$ cat config.mk
export PLATFORM = sky130hd
export DESIGN_NAME = led_trail_fader
export DESIGN_NICKNAME = d
export VERILOG_FILES = /design/src/rtl/led_trail_fader.sv
export SDC_FILE = /design/constraint.sdc
export NUM_CORES = 1
export LEC_CHECK = 0
export ABC_AREA = 0
export BUFFER_PORTS_ARGS = -buffer_cell sky130_fd_sc_hd__buf_4
export CORE_MARGIN = 4
export CORE_UTILIZATION = 60
export CTS_CLUSTER_SIZE = 30
export DETAILED_ROUTE_END_ITERATION = 8
export PLACE_DENSITY = 0.78
export SYNTH_ARGS = -nofsm -noshare
export SYNTH_HDL_FRONTEND = slang
export SYNTH_SLANG_ARGS = --single-unit
$ cat constraint.sdc
create_clock -name clk_i -period 6.29 [get_ports clk_i]
set_clock_uncertainty 0.05 [all_clocks]
set_input_delay 1.258 -clock clk_i [delete_from_list [all_inputs] [get_ports clk_i]]
set_output_delay 1.258 -clock clk_i [all_outputs]
set_load 0.02 [all_outputs]
$ cat src/rtl/led_trail_fader.sv
// led_trail_fader: PWM comet-tail fader behind a one-hot LED scanner.
// Lit channels jump to full brightness, then decay in fixed steps.
module led_trail_fader #(
  parameter int N_LEDS     = 8,
  parameter int PWM_BITS   = 8,
  parameter int DECAY_DIV  = 4096,
  parameter int DECAY_STEP = 32
) (
  input  logic              clk_i,
  input  logic              rst_i,
  input  logic              en_i,
  input  logic [N_LEDS-1:0] leds_i,
  output logic [N_LEDS-1:0] pwm_o,
  output logic              active_o
);

  localparam int DIV_W =
    (DECAY_DIV > 1) ? $clog2(DECAY_DIV) : 1;
  localparam logic [PWM_BITS-1:0] MAX_LVL =
    {PWM_BITS{1'b1}};
  localparam logic [PWM_BITS-1:0] STEP =
    PWM_BITS'(DECAY_STEP);
  localparam logic [DIV_W-1:0] DIV_LAST =
    DIV_W'(DECAY_DIV - 1);

  logic [N_LEDS-1:0]   leds_q;
  logic [PWM_BITS-1:0] pwm_cnt;
  logic [DIV_W-1:0]    div_cnt;
  logic                tick;
  logic [PWM_BITS-1:0] level   [N_LEDS];
  logic [PWM_BITS-1:0] level_d [N_LEDS];
  logic [N_LEDS-1:0]   pwm_d;
  logic                any_lvl;

  assign tick = (div_cnt == DIV_LAST);

  // Shared PWM ramp and decay prescaler; both run even when disabled.
  always_ff @(posedge clk_i or posedge rst_i) begin
    if (rst_i) begin
      leds_q  <= '0;
      pwm_cnt <= '0;
      div_cnt <= '0;
    end else begin
      leds_q  <= leds_i;
      pwm_cnt <= pwm_cnt + 1'b1;
      div_cnt <= tick ? '0 : div_cnt + 1'b1;
    end
  end

  // Per-channel next level (disable > light > decay > hold) and PWM compare.
  always_comb begin
    any_lvl = 1'b0;
    pwm_d   = '0;
    for (int i = 0; i < N_LEDS; i++) begin
      level_d[i] = level[i];
      pwm_d[i]   = en_i & (level[i] > pwm_cnt);
      if (level[i] != '0) any_lvl = 1'b1;
      if (!en_i) begin
        level_d[i] = '0;
      end else if (leds_q[i]) begin
        level_d[i] = MAX_LVL;
      end else if (tick) begin
        level_d[i] = (level[i] > STEP) ?
          level[i] - STEP : '0;
      end
    end
  end

  // Brightness level registers.
  always_ff @(posedge clk_i or posedge rst_i) begin
    if (rst_i) begin
      for (int i = 0; i < N_LEDS; i++)
        level[i] <= '0;
    end else begin
      for (int i = 0; i < N_LEDS; i++)
        level[i] <= level_d[i];
    end
  end

  // Registered outputs, cleared immediately by reset.
  always_ff @(posedge clk_i or posedge rst_i) begin
    if (rst_i) begin
      pwm_o    <= '0;
      active_o <= 1'b0;
    end else begin
      pwm_o    <= pwm_d;
      active_o <= any_lvl;
    end
  end

endmodule

==> Yosys cells after proc, flatten, opt, wreduce, memory -nomap -nowiden <==
Cells that the tools add are included.
{ "op_classes": {"addsub": 10, "mul": 0, "div": 0, "magnitude_cmp": 16, "n_eq_ne": 9, "n_shift": 0, "muxes": 41, "bitwise": 8, "n_reduce_logical": 8} }
{ "ops": {"columns": ["cell", "n"], "rows": [
  ["$mux W8", 32],
  ["$gt A8 B6 Y1 const B", 8],
  ["$gt A8 B8 Y1", 8],
  ["$reduce_bool A8 Y1", 8],
  ["$sub A8 B6 Y8 const B", 8],
  ["$ne A3 B1 Y1 const B", 8],
  ["$add A12 B1 Y12 const B", 1],
  ["$eq A12 B12 Y1 const B", 1],
  ["$mux W12", 1],
  ["$add A8 B1 Y8 const B", 1],
  ["$and A1 B1 Y1", 8],
  ["$mux W1", 8]
]} }
{ "totals": {"regBits": 101, "latchBits": 0, "mem_bits_rw": 0, "rom_bits": 0, "inputBits": 11, "output_inout_bits": 9, "elab_cells": 105, "mem_count": 0} }

==> Depth between registers and ports, before layout <==
{ "depth": {"word_depth": 9, "mapped_depth": 8, "mapped_depth_nobuf": 6} }

==> Worst setup path after synthesis <==
OpenSTA, ideal clock, no wires.
{ "synth_timing": {"path_kind": "input to register", "from": "in en_i", "to": "reg level[47] (netlist name)", "arrival_ns": 2.209, "required_time_ns": 6.175, "slack_ns": 3.966, "stages": 5, "n_path_buf": 1, "path_cell_list": "clkbuf_1 -> clkinv_1 -> a21o_1 -> nor4b_1 -> a211o_1"} }
{ "synth_between": {"elab_chain_len": 1} }
{ "synth_lines": {"columns": ["element", "line", "source"], "rows": [
  ["from (decl)", "11", "input logic en_i,"],
  ["$ne A3 B1 Y1 (no line) or $mux W8 (tied branches)", null, null],
  ["to (signal, indexed assignment)", "76", "level[i] <= level_d[i];"],
  ["to (decl)", "30", "logic [PWM_BITS-1:0] level [N_LEDS];"]
]} }
Parallel ways exist; a longest one is shown, timed or not.
A chain may end at the register's enable or synchronous reset.

==> Final worst setup path <==
{ "layout_timing": {"from": "in en_i", "to": "reg level[14] (netlist name)"} }
The elaborated chain is that of the path after synthesis.

==> results.md <==
- Status: completed
- Setup Crit Path Kind: in -> reg
- Total length of routed wires: 10,300 um
- WL/cell: 17.3 um
- EDFF count, synth: 0
- Number of clock sinks: 69
- Starting DRT DRC Count: 199
- Async S/R FF share, synth: 1.00
- Max Cap Viol: 0
- Setup bufs post-CTS: 0
- Htree depth: 3
- Placed insts: 580
- Via density: 6.25
- DRC: 0
- Row cnt: 31
- RSZ-0062 raised after global routing: false
- Hold_buf cts: 0
- Worst-Skew Late Latency: 0.37 ns
- Setup violators final: 0
- DIE AREA: 0.00904 mm2
- Drt first pass iters: 5
- CP startpoint kind: primary input
- Initial Util: 0.621
- Capture point of the worst reg-to-reg path: level[6]
- Critical-path cell list: buf_4, clkinv_1, buf_4, a21o_1, o32ai_1
- Max Freq: 403 MHz
- PD cells: 206 mW/mm2
- Final slew viol count: 0
- Clk pin slew, worst setup/hold paths: 0.08 ns
- Worst Setup End Kind: flop
- Final period util: 0.395
- Metal2 WL: 5150 um
- VDD IR max: 0.128 mV
- CP max stage cell: clkinv_1
- Post-Syn Instances: 471
- HP Class: reg -> reg
- Max FO, Critical Path: 18
- Worst EP required: 6.50 ns
- Crit path time final: 2.48 ns
- First-pass GRT wire length: 17,700 um
- Met3 routed WL: 396 um
- Hold Startpoint: div_cnt[10]
- Sequential area share after synthesis: 0.379
- Gpl congestion: 0.779
- Syn avg cell area: 9.66 um2
- CP peak stage delay: 0.45 ns
- Layout cells sized above 1: 0.0885
- Tot GR Track Use: 0.252
- Post_cts resized: 0
- Hpwl dp: 7160 um
- # nets final: 577
- DR vias: 3,725
- Yosys synthesis warning count: 0
- Root Driver: clkbuf_8
- R2R cell count: 5
- Mapped cell area: 0.00455 mm2
- Synth Register Bits: 69
- Die X: 95.1 um
- Hold Vio Cnt, Final: 0
- Largest net degree at the start of global routing: 70
- Initial antenna violation count: 0
- Most common cell on crit path: buf_4
- I/O pin cnt: 20
- Die Y: 95.1 um
- Post-DRT Antenna Nets: 0
- FF-to-FF Start: div_cnt[0]
- PortBufs: 19
- Worst hold stages: 1
- Setup TNS: 0 ns
- Number of global-route vias before repair: 3,803
- Final Worst Setup Slack: 3.81 ns
- WHS Endpoint: div_cnt[10]
- Area grow syn2layout: 8.77%
- Main flop type after synthesis: dfrtp_1
- Top Layer Used: met4
- Leak: 2.27 nW
- GR Overflow Total: 0
- Syn nets: 556
- Layout Cells excl Fill: 596
- CTS buffer count: 9
- Core area: 0.00733 mm2
- Met1 WL: 4520 um
- Diode count: 0
- Setup slack, reg-to-reg: 4.02 ns
- CTS max path bufs: 2
- Hold Worst Slack: 0.431 ns
- Headroom to the max-slew limit: 0.417
- Worst-Margin Slew: 0.875 ns
- CTS tree: done
- Dpl ws: 3.42 ns
- Critical Path AT: 2.70 ns
- Synth cell types: 42
synth_stat cells, drive strengths merged, types with 6 or more instances:
| cell | number | area (um2) |
|---|---|---|
| ha | 74 | 926 |
| dfrtp | 69 | 1730 |
| a21oi | 47 | 235 |
| inv | 37 | 139 |
| o21ai | 37 | 185 |
| nor2 | 32 | 120 |
| nor3 | 23 | 115 |
| and4 | 22 | 193 |
| nand2 | 20 | 77.6 |
| o21a | 10 | 75.1 |
| xnor2 | 9 | 78.8 |
| nor2b | 8 | 50.1 |
| nor4 | 8 | 50.1 |
| nand3 | 7 | 35.0 |
| a211oi | 6 | 45.0 |
| a31oi | 6 | 37.5 |
| buf | 6 | 66.3 |
| clkbuf | 6 | 22.5 |
cell usage in the layout, fill, tap and decap left out, drive strengths merged, types with 4 or more instances in the layout:
| cell | n |
|---|---|
| nor2 | 32 |
| buf | 22 |
| ha | 74 |
| a21oi | 47 |
| o21a | 10 |
| nand2 | 20 |
| nand3 | 7 |
| clkbuf | 9 |
| and4 | 22 |
| nand4 | 5 |
| a31oi | 6 |
| dfrtp | 69 |
| or3 | 4 |
| a211oi | 6 |
| xor2 | 5 |
| a21boi | 4 |
| nor3 | 23 |
| o31a | 4 |
| o21ai | 37 |
| nor4 | 8 |
| nor4b | 5 |
| inv | 38 |
| xnor2 | 9 |
| nor2b | 8 |
per-stage QoR:
step,power [mW],area (um2),util
floorplan,0.601,4550,-
global placement,0.639,4750,0.648
detailed placement,0.650,4750,0.648
CTS,1.03,4950,0.675
global route,1.07,4950,0.675
finish,1.02,4950,0.675
final cells by class:
type | instances | area, um2
Timing Repair Buffer | 22 | 165
Clock buffer | 9 | 124
Sequential cell | 69 | 1730
Multi-Input combinational cell | 352 | 2590
Clock inverter | 7 | 75.1
Fill cell | 569 | 2380
Tap cell | 99 | 124
Inverter | 38 | 143
flip-flops by register name, summed over array words and instances (netlist names):
| name | count |
|---|---|
| active_o | 1 |
| level | 32 |
| leds_q | 8 |
| pwm_cnt | 8 |
| div_cnt | 12 |
| pwm_o | 8 |
critical path: cells and delay by family:
family                 cells  cell delay (ns)
AOI/OAI and AO/OA          2             0.39
buffers and inverters      3             1.03
kinds of logic after synthesis:
group,after synthesis,synth area share
xor gates and xnor gates,14,0.0269
DFF,69,0.379
adders and majority gates,74,0.203
AOI/OAI and AO/OA,126,0.165
and+or+nand+nor,138,0.174
buffers and inverters,50,0.0509
per-layer routing:
metal,vias up,global-route usage
li1,1776,-
met1,1832,0.318
met2,88,0.422
met3,29,0.0450
met4,0,0.115
met5,-,0
worst max path at each step:
stage / start / end / depth (start not counted)
after detailed placement: en_i / level[14] / 5
after global routing: en_i / level[14] / 5
final: en_i / level[14] / 5
after floorplan: rst_i / active_o / 1
after CTS: en_i / level[14] / 5
after global placement: en_i / level[14] / 5
power by group:
group / leakage (nW) / total, mW / internal (mW) / switching (mW)
Clock: 0.0918 / 0.377 / 0.184 / 0.193
Combinational: 1.32 / 0.147 / 0.0657 / 0.0810
Sequential: 0.856 / 0.497 / 0.464 / 0.0326
Total: 2.27 / 1.02 / 0.714 / 0.306
No activity file was read; power rests on OpenSTA's default activity.
